--- src/rtl/ls_pkg.sv ---
// Purpose : shared types and helpers for the load/store issue queue.
// Latency : n/a (package only).
// Backpressure: n/a.
// Contents: tag width, opcode encodings, queue-entry record, CDB snoop helper.
package ls_pkg;

   localparam int   W_TAG     = 5;
   localparam logic OPC_LOAD  = 1'b1;
   localparam logic OPC_STORE = 1'b0;

   // One queue slot: operation plus both source operands with their
   // producer tags and ready flags.
   typedef struct packed {
      logic             valid;
      logic             opcode;
      logic [31:0]      rs_data;
      logic [W_TAG-1:0] rs_tag;
      logic             rs_ready;
      logic [31:0]      rt_data;
      logic [W_TAG-1:0] rt_tag;
      logic             rt_ready;
      logic [15:0]      imm;
      logic [W_TAG-1:0] rd_tag;
   } ls_entry_t;

   // Apply one CDB broadcast to an entry: every not-ready operand whose tag
   // matches picks up the broadcast value. Used both for resident entries and
   // for an entry being written, so dispatch cannot miss a same-cycle result.
   function automatic ls_entry_t cdb_snoop(input ls_entry_t  e,
                                           input logic       cdb_valid,
                                           input logic [W_TAG-1:0] cdb_tag,
                                           input logic [31:0] cdb_data);
      ls_entry_t r;
      r = e;
      if (cdb_valid && !e.rs_ready && (e.rs_tag == cdb_tag)) begin
         r.rs_data  = cdb_data;
         r.rs_ready = 1'b1;
      end
      if (cdb_valid && !e.rt_ready && (e.rt_tag == cdb_tag)) begin
         r.rt_data  = cdb_data;
         r.rt_ready = 1'b1;
      end
      return r;
   endfunction

   // Loads only need the base; stores also need their data operand.
   function automatic logic entry_issuable(input ls_entry_t e);
      return e.valid && e.rs_ready && ((e.opcode == OPC_LOAD) || e.rt_ready);
   endfunction

endpackage

--- src/rtl/ls_queue_entry.sv ---
// Purpose : one issue-queue slot; holds an operation and snoops the CDB for its operands.
// Latency : write and CDB capture visible one cycle later.
// Backpressure: none; the parent decides when to write or pop.
// Ports   : Clk/Rst; Write_En_i + Write_Entry_i load the slot (CDB bypass applied);
//           Pop_i invalidates it; Cdb_* broadcast; *_o expose the issue-relevant fields.
module ls_queue_entry
   import ls_pkg::*;
(
   input  logic             Clk,
   input  logic             Rst,
   input  logic             Write_En_i,
   input  ls_entry_t        Write_Entry_i,
   input  logic             Pop_i,
   input  logic             Cdb_Valid_i,
   input  logic [W_TAG-1:0] Cdb_Tag_i,
   input  logic [31:0]      Cdb_Data_i,
   output logic             Valid_o,
   output logic             Issuable_o,
   output logic             Opcode_o,
   output logic [31:0]      Rs_Data_o,
   output logic [31:0]      Rt_Data_o,
   output logic [15:0]      Imm_o,
   output logic [W_TAG-1:0] Rd_Tag_o
);

   ls_entry_t entry_q, entry_d;

   // Write and pop never target the same slot in one cycle: a write needs a
   // non-full queue, so tail == head only when the queue is empty.
   // A popped slot ignores the CDB; its contents are dead.
   always_comb begin
      entry_d = entry_q;
      if (Write_En_i) begin
         entry_d = cdb_snoop(Write_Entry_i, Cdb_Valid_i, Cdb_Tag_i, Cdb_Data_i);
      end else if (Pop_i) begin
         entry_d.valid = 1'b0;
      end else if (entry_q.valid) begin
         entry_d = cdb_snoop(entry_q, Cdb_Valid_i, Cdb_Tag_i, Cdb_Data_i);
      end
   end

   always_ff @(posedge Clk or posedge Rst) begin
      if (Rst) begin
         entry_q <= '0;
      end else begin
         entry_q <= entry_d;
      end
   end

   assign Valid_o    = entry_q.valid;
   assign Issuable_o = entry_issuable(entry_q);
   assign Opcode_o   = entry_q.opcode;
   assign Rs_Data_o  = entry_q.rs_data;
   assign Rt_Data_o  = entry_q.rt_data;
   assign Imm_o      = entry_q.imm;
   assign Rd_Tag_o   = entry_q.rd_tag;

endmodule

--- src/rtl/ls_issue_queue.sv ---
// Purpose : in-order load/store issue queue with CDB operand wakeup, feeding the data cache.
// Latency : a dispatched entry reaches the DCache outputs one cycle after dispatch at the earliest.
// Backpressure: Dispatch_Full stalls dispatch; the head waits until DCache_Issue_In accepts it.
// Ports   : Clk/Rst; Dispatch_* new operation in, Dispatch_Full out; Cdb_* result broadcast;
//           DCache_* head operation out (all zero when empty), DCache_Issue_In pops the head.
module ls_issue_queue
   import ls_pkg::*;
#(
   parameter int DEPTH = 4,
   parameter int W_TAG = ls_pkg::W_TAG
) (
   input  logic             Clk,
   input  logic             Rst,
   input  logic             Dispatch_Valid,
   input  logic             Dispatch_Opcode,
   input  logic [31:0]      Dispatch_Rs_Data,
   input  logic [W_TAG-1:0] Dispatch_Rs_Tag,
   input  logic             Dispatch_Rs_Ready,
   input  logic [31:0]      Dispatch_Rt_Data,
   input  logic [W_TAG-1:0] Dispatch_Rt_Tag,
   input  logic             Dispatch_Rt_Ready,
   input  logic [15:0]      Dispatch_Imm,
   input  logic [W_TAG-1:0] Dispatch_Rd_Tag,
   output logic             Dispatch_Full,
   input  logic             Cdb_Valid,
   input  logic [W_TAG-1:0] Cdb_Tag,
   input  logic [31:0]      Cdb_Data,
   output logic [31:0]      DCache_Data_Out,
   output logic [31:0]      DCache_Address,
   output logic [W_TAG-1:0] DCache_Tag_Out,
   output logic             DCache_Opcode,
   output logic             DCache_Ready_Out,
   input  logic             DCache_Issue_In
);

   localparam int PTR_W = (DEPTH > 1) ? $clog2(DEPTH) : 1;
   localparam int CNT_W = $clog2(DEPTH + 1);

   logic [PTR_W-1:0] head_q, head_d;
   logic [PTR_W-1:0] tail_q, tail_d;
   logic [CNT_W-1:0] count_q, count_d;

   logic             push;
   logic             pop;
   ls_entry_t        write_entry;

   logic             ent_vld     [DEPTH];
   logic             ent_issuable[DEPTH];
   logic             ent_opc     [DEPTH];
   logic [31:0]      ent_rs_data [DEPTH];
   logic [31:0]      ent_rt_data [DEPTH];
   logic [15:0]      ent_imm     [DEPTH];
   logic [W_TAG-1:0] ent_rd_tag  [DEPTH];

   logic             head_vld;
   logic [31:0]      head_offset;

   // Full comes from the registered count, so a same-cycle pop never opens
   // room for a dispatch.
   assign Dispatch_Full = (count_q == CNT_W'(DEPTH));
   assign push          = Dispatch_Valid && !Dispatch_Full;
   assign pop           = DCache_Ready_Out && DCache_Issue_In;

   always_comb begin
      write_entry          = '0;
      write_entry.valid    = 1'b1;
      write_entry.opcode   = Dispatch_Opcode;
      write_entry.rs_data  = Dispatch_Rs_Data;
      write_entry.rs_tag   = Dispatch_Rs_Tag;
      write_entry.rs_ready = Dispatch_Rs_Ready;
      write_entry.rt_data  = Dispatch_Rt_Data;
      write_entry.rt_tag   = Dispatch_Rt_Tag;
      write_entry.rt_ready = Dispatch_Rt_Ready;
      write_entry.imm      = Dispatch_Imm;
      write_entry.rd_tag   = Dispatch_Rd_Tag;
   end

   for (genvar i = 0; i < DEPTH; i++) begin : g_entry
      ls_queue_entry u_entry (
         .Clk           (Clk),
         .Rst           (Rst),
         .Write_En_i    (push && (tail_q == PTR_W'(i))),
         .Write_Entry_i (write_entry),
         .Pop_i         (pop && (head_q == PTR_W'(i))),
         .Cdb_Valid_i   (Cdb_Valid),
         .Cdb_Tag_i     (Cdb_Tag),
         .Cdb_Data_i    (Cdb_Data),
         .Valid_o       (ent_vld[i]),
         .Issuable_o    (ent_issuable[i]),
         .Opcode_o      (ent_opc[i]),
         .Rs_Data_o     (ent_rs_data[i]),
         .Rt_Data_o     (ent_rt_data[i]),
         .Imm_o         (ent_imm[i]),
         .Rd_Tag_o      (ent_rd_tag[i])
      );
   end

   // Pointers wrap naturally because DEPTH is a power of two.
   always_comb begin
      head_d  = head_q;
      tail_d  = tail_q;
      count_d = count_q;
      if (push) begin
         tail_d = tail_q + 1'b1;
      end
      if (pop) begin
         head_d = head_q + 1'b1;
      end
      case ({push, pop})
         2'b10:   count_d = count_q + 1'b1;
         2'b01:   count_d = count_q - 1'b1;
         default: count_d = count_q;
      endcase
   end

   always_ff @(posedge Clk or posedge Rst) begin
      if (Rst) begin
         head_q  <= '0;
         tail_q  <= '0;
         count_q <= '0;
      end else begin
         head_q  <= head_d;
         tail_q  <= tail_d;
         count_q <= count_d;
      end
   end

   // Only the head slot drives the cache port; everything is forced to zero
   // while the head slot is empty.
   assign head_vld    = ent_vld[head_q];
   assign head_offset = {{16{ent_imm[head_q][15]}}, ent_imm[head_q]};

   always_comb begin
      DCache_Ready_Out = 1'b0;
      DCache_Opcode    = 1'b0;
      DCache_Tag_Out   = '0;
      DCache_Address   = '0;
      DCache_Data_Out  = '0;
      if (head_vld) begin
         DCache_Ready_Out = ent_issuable[head_q];
         DCache_Opcode    = ent_opc[head_q];
         DCache_Tag_Out   = ent_rd_tag[head_q];
         DCache_Address   = ent_rs_data[head_q] + head_offset;
         if (ent_opc[head_q] == OPC_STORE) begin
            DCache_Data_Out = ent_rt_data[head_q];
         end
      end
   end

endmodule
--- config.mk ---
export PLATFORM = sky130hd
export DESIGN_NAME = ls_issue_queue
export DESIGN_NICKNAME = d
export VERILOG_FILES = /design/src/rtl/ls_pkg.sv /design/src/rtl/ls_queue_entry.sv /design/src/rtl/ls_issue_queue.sv
export SDC_FILE = /design/constraint.sdc
export NUM_CORES = 1
export LEC_CHECK = 0
export ABC_AREA = 1
export CORE_MARGIN = 2
export CORE_UTILIZATION = 60
export CTS_CLUSTER_DIAMETER = 150
export DETAILED_ROUTE_END_ITERATION = 8
export GPL_TIMING_DRIVEN = 0
export PLACE_DENSITY = 0.92
export SLEW_MARGIN = 20
export SYNTH_ARGS = -nofsm -noshare
export SYNTH_HDL_FRONTEND = slang
export SYNTH_SLANG_ARGS = --single-unit
export TNS_END_PERCENT = 20
--- constraint.sdc ---
create_clock -name Clk -period 30.6 [get_ports Clk]
set_input_delay 7.65 -clock Clk [delete_from_list [all_inputs] [get_ports Clk]]
set_output_delay 7.65 -clock Clk [all_outputs]
set_load 0.005 [all_outputs]
Word-level counts from Yosys, hierarchy flattened
Index checks and enable logic that the tools add are counted.

cells by class
  $add $sub $neg = 5
  $lt $le $gt $ge = 1
  eq/ne operators = 23
  muxes and demuxes = 64
  bitwise logic cells = 1
  reduce and logical (&&, ||, !) cells = 76

operators with widths
  operator               number
  $mux W99               8
  $mux W32               17
  $mux W98               4
  $bmux W32 S2           2
  $eq A5 B5 Y1           10
  $logic_and A1 B1 Y1    38
  $add A32 B32 Y32       1
  $bmux W16 S2           1
  $mux W16               2
  $reduce_bool A2 Y1     13
  $reduce_and A3 Y1      8
  $mux W1                22
  $mux W5                3
  $logic_not A1 Y1       11
  $bmux W5 S2            1
  $eq A2 B2 Y1 const B   5
  $ne A2 B1 Y1 const B   4
  $bmux W1 S2            3
  $eq A2 B1 Y1 const B   3
  $pmux W3 S2            1
  $add A2 B1 Y2 const B  2
  $logic_not A2 Y1       2
  $logic_or A1 B1 Y1     4
  $add A3 B1 Y3 const B  1
  4 further kinds        4

storage, ports and cells
  flip-flop bits (word level) = 403
  logic and storage cells = 213

Logic depth before layout (Yosys ltp)
  depth in word-level cells = 10
  mapped depth = 19
  gate-level depth less buffers = 17

Modules after synthesis
Synthesis repeated with hierarchy kept, for this count alone.

unflattened totals
  cell total of the unflattened synthesis = 5054
  area total of the unflattened synthesis = 32493.7 µm²

modules (own cells, without submodules)
  module          times used  cells an instance  area an instance (µm²)  sequential area each (µm²)
  ls_queue_entry  4           967                6678.9                  2477.4
  ls_issue_queue  1           1186               5778.0                  175.2

Least setup slack after synthesis
Ideal clock, no wire load.

  kind = register to output
  start point = reg head_q[1]
  end point = out DCache_Address[16]
  data arrival time = 2.848 ns
  required time = 22.950 ns
  slack = 20.102 ns
  stages on the path, launching flop included = 19
  buffers on the path = 3
  cell sequence = dfrtp_1 -> buf_2 -> inv_2 -> clkbuf_1 -> clkbuf_1 -> o21ai_0 -> o22ai_1 -> ha_1 -> inv_1 -> fa_1 -> inv_1 -> nand3_1 -> nand3_1 -> nand2_1 -> nand2_1 -> nand4_1 -> nand3_1 -> nand2_1 -> nor2_1

on the way
  cells in the longest elaborated chain, start to end = 6
  elaborated cells on any way between the ends = 12

RTL lines
  what                                                                             line                                                                 source
  start: declaration                                                               ls_issue_queue.sv:39                                                 logic [PTR_W-1:0] head_q, head_d;
  start signal: assignment                                                         ls_issue_queue.sv:118                                                head_q <= '0;
  start signal: assignment                                                         ls_issue_queue.sv:122                                                head_q <= head_d;
  $not A2 Y3 (implied by the code) *                                               ls_issue_queue.sv:130, ls_issue_queue.sv:131, ls_issue_queue.sv:143
  $bmux W32 S2 / $bmux W16 S2 (equally long branches)                              ls_issue_queue.sv:143, ls_issue_queue.sv:131
  $mux W32 (implied by the code) / $mux W16 (equally long branches) (2 in series)  ls_issue_queue.sv:143, ls_issue_queue.sv:131
  $add A32 B32 Y32                                                                 ls_issue_queue.sv:143                                                DCache_Address = ent_rs_data[head_q] + head_offset;
  $mux W32 *                                                                       ls_issue_queue.sv:139                                                if (head_vld) begin
  end: declaration                                                                 ls_issue_queue.sv:29                                                 output logic [31:0] DCache_Address,

Mark *: on every way between the ends. The rest lies on a longest branch, timed or not. The select of a mux whose other input is x is not followed.

Final worst setup path
Ends and elaborated chain as after synthesis.

==> flow_metrics.py <==
metrics = {
    "yosys": {
        "seq_area_frac_synth": 0.386,
        "synth_top_flop_cell": "dfrtp_1",
        "synth-edff-count": 0,
        "synth-seq-cells": 403,
        "synth_top_area_cell": "dfrtp_1",
        "ys_warn_count": 0,
        "synth_area_per_cell_sq_um": 6.53,
        "synthArstFlopShare": 1.00,
        "syn_area_sq_mm": 0.0261,
        "yosysMostFrequentCell": "nand2_1",
        "syn_nets": 4181,
        "synth.top_cells.by_area": "dfrtp_1 39%, nand2_1 23%, nand3_1 11%",
        "synth_cell_types": 39,
        "synthTopCellsByCount": "1589 x nand2_1, 550 x nand3_1, 403 x dfrtp_1, 318 x nor2_1, 285 x inv_1",
        "syn_inst": 3999,
        "synth_top_area_share": 0.386,
    },
    "clock_tree": {
        "cts_max_path_buffers": 3,
        "clk_latency_ps": 620,
        "clock_sinks": 403,
        "cts_htree_levels": 2,
        "hold_buffers": 0,
        "numCtsBuffers": 45,
        "cts_resized": 0,
        "cts_setup_buffers": 0,
        "clk_pin_slew_ps": 60,
        "cts_root_buffer": "clkbuf_16",
        "cts_tree": "built",
    },
    "drt": {
        "vias": 29700,
        "firstDrtPassIters": 9,
        "wl_per_cell_um": 21.3,
        "routed_wl_um": 104000,
        "postRouteAntennaNets": 0,
        "vias_per_cell": 6.10,
        "route.detailed.drc": 0,
        "first_iter_violations": 5303,
    },
    "finish": {
        "fin_nets": 4439,
        "nFillCells": 3535,
        "drive_gt1_frac": 0.0690,
        "antenna_cells": 0,
        "synthToLayoutAreaGrowth_pct": 17.0,
    },
    "place": {
        "place.gp.congestion": 1.06,
        "io_buffer_count": 207,
        "place_hpwl_um": 78200,
    },
    "global_routing": {
        "grt_pass1_wl_um": 157000,
        "gr-total-overflow": 0,
        "grt_max_degree": 110,
        "antenna_found_initial": 4,
        "grt_pass1_vias": 27400,
        "grt_usage": 0.459,
    },
    "die": {
        "die_w_um": 213,
        "design.die.area_sq_mm": 0.0452,
        "ioPinCount": 212,
        "initial_core_util": 0.608,
        "die_y_um": 213,
        "rows": 76,
        "core-area_sq_mm": 0.0430,
    },
    "setup_path": {
        "crit_type": "flop to output port",
        "crit_required_ps": 22950,
        "cp-end-kind": "output port",
        "arrival_ps": 6300,
        "crit_path_max_incr_delay_ps": 910,
        "critical_path.top_delay_family": "buffers and inverters",
        "path_buf_inv": 7,
        "cp_cell_sequence": "buf_2 > inv_2 > clkbuf_1 > clkbuf_1 > o21ai_0 > o22ai_1 > ha_1 > inv_1 > fa_1 > inv_1 > nand3_1 > nand3_1 > nand2_1 > nand2_1 > nand4_1 > nand3_1 > nand2_1 > nor2_1 > clkdlybuf4s50_1",
        "crit_fanout": 10,
        "critical_path.slowest_cell": "clkbuf_1",
        "start_kind": "flop",
    },
    "timing": {
        "tns_ps": 0,
        "layout_min_cycle_time_ps": 13950,
        "worst_pin_slew_ps": 1180,
        "finClkSkew_ps": 27.0,
        "hold_slack_ps": 474,
        "slew_headroom": 0.211,
        "final.period_utilization": 0.456,
        "maxSlewViolCount": 0,
        "fmax_ghz": 0.0717,
        "hold_violations": 0,
        "rsz0062_at_grt": "no",
        "setup_violations": 0,
    },
    "power_and_ir_drop": {
        "p_clk_frac": 0.148,
        "p_leak_nw": 16.5,
        "intPower_mw": 1.93,
        "seq_power_share": 0.233,
        "ir_worst_vdd_mv": 0.101,
        "pwr-share-comb": 0.619,
        "total_switching_power_mw": 1.92,
        "swShare": 0.498,
        "powerDensity_mw_per_mm2": 126,
    },
    "flow_run": {
        "drv_cap": 0,
    },
    "min_path": {
        "holdCritPathClass": "flop to flop",
    },
    "status": {
        "status": "finished clean",
    },
}
power groups by stage:
| stage | Sequential, mW | Combinational, mW | Clock, mW |
|---|---|---|---|
| 6_report | 0.899 | 2.39 | 0.570 |
| 5_1_grt | 0.917 | 2.59 | 0.588 |
| 4_1_cts | 0.890 | 2.29 | 0.565 |
| 3_5_place_dp | 0.893 | 2.27 | 0 |
| 3_3_place_gp | 0.888 | 2.22 | 0 |
| 2_1_floorplan | 0.860 | 1.42 | 0 |
per-stage QoR:
step	worst slack (ps)	power, mW	instance area [sq um]	instances	utilization
6_report	16650	3.85	30600	4874	0.711
4_1_cts	17100	3.75	30600	4874	0.711
3_5_place_dp	17740	3.16	29000	4795	0.676
3_3_place_gp	7080	3.11	28900	4791	0.673
2_1_floorplan	11740	2.28	26100	3999	-
5_1_grt	16620	4.10	30600	4874	0.711
routing by layer:
layer / vias up / GRT usage / share of wire
li1: 13300 / - / -
met1: 13400 / 0.610 / 0.37
met4: 6 / 0.238 / 0.061
met2: 2490 / 0.667 / 0.41
met3: 478 / 0.151 / 0.16
met5: - / 0 / 0.00034
cell usage in the layout, fill, tap and decap left out, types with 3 or more instances in the layout:
master           count
a21oi_1             81
buf_16               4
a32oi_1              3
clkdlybuf4s50_1    207
clkbuf_1           101
nand2_1           1589
nand4_1             60
inv_1              284
clkbuf_8            15
o21ai_0            235
o22ai_1             48
o21ai_1              8
nand3_2             12
nand2_2             29
buf_1               11
nand3_1            550
buf_4               28
nor3_1              15
ha_1                40
nand3b_1             6
clkbuf_16           45
nor4_1               3
clkinvlp_4           4
nor2_4               3
inv_2               17
xnor2_1             11
dfrtp_1            403
buf_2              104
nand4_2             12
bufinv_16            3
buf_6                5
o2111ai_1            7
xor2_1               6
nor2_1             318
state kept, by name, summed over array words and instances (netlist names):
signal,flops
head_q,2
tail_q,2
g_entry.u_entry.Rd_Tag_o,20
g_entry.u_entry.entry_q,48
g_entry.u_entry.Opcode_o,4
count_q,3
g_entry.u_entry.Imm_o,64
g_entry.u_entry.Rs_Data_o,128
g_entry.u_entry.Rt_Data_o,128
g_entry.u_entry.Valid_o,4
logic make-up (layout without fill, tap and decap cells):
group	Yosys count	in the layout	synth area share
xor gates and xnor gates	17	17	0.00570
AOI/OAI and AO/OA	386	386	0.0782
adders and majority gates	42	42	0.0207
DFF	403	403	0.386
buffers and inverters	546	836	0.0891
and+or+nand+nor	2605	2605	0.420
path summary, 6_finish.rpt:
| check | start | to | slack, ps | cells after the start |
|---|---|---|---|---|
| worst min-delay path | g_entry[1].u_entry.Imm_o[13] | g_entry[1].u_entry.Imm_o[13] | 470 | 2 |
| worst max-delay path | head_q[1] | DCache_Address[16] | 16650 | 19 |
| worst min register to register | g_entry[1].u_entry.Imm_o[13] | g_entry[1].u_entry.Imm_o[13] | 470 | 2 |
| min in group asynchronous | Rst | g_entry[2].u_entry.entry_q[64] | 7420 | 2 |
| max in group asynchronous | Rst | g_entry[1].u_entry.Rs_Data_o[24] | 21870 | 4 |
| worst max register to register | head_q[1] | g_entry[1].u_entry.Rt_Data_o[10] | 26450 | 11 |
worst min-delay path: cells and delay by family (launching register included):
family	cells	cell delay (ps)
flops	1	340
simple gates	2	100
layout make-up:
cell class / count / area [sq um] / area share
tap: 585 / 732 / 0.0239
multi-input combinational: 3050 / 13700 / 0.448
clock buffer: 67 / 1360 / 0.0445
timing repair buffer: 211 / 2180 / 0.0714
clock inverter: 12 / 168 / 0.00548
buffer: 243 / 1190 / 0.0389
inverter: 303 / 1150 / 0.0375
sequential: 403 / 10100 / 0.330
Power figures use the tool's default switching activity.
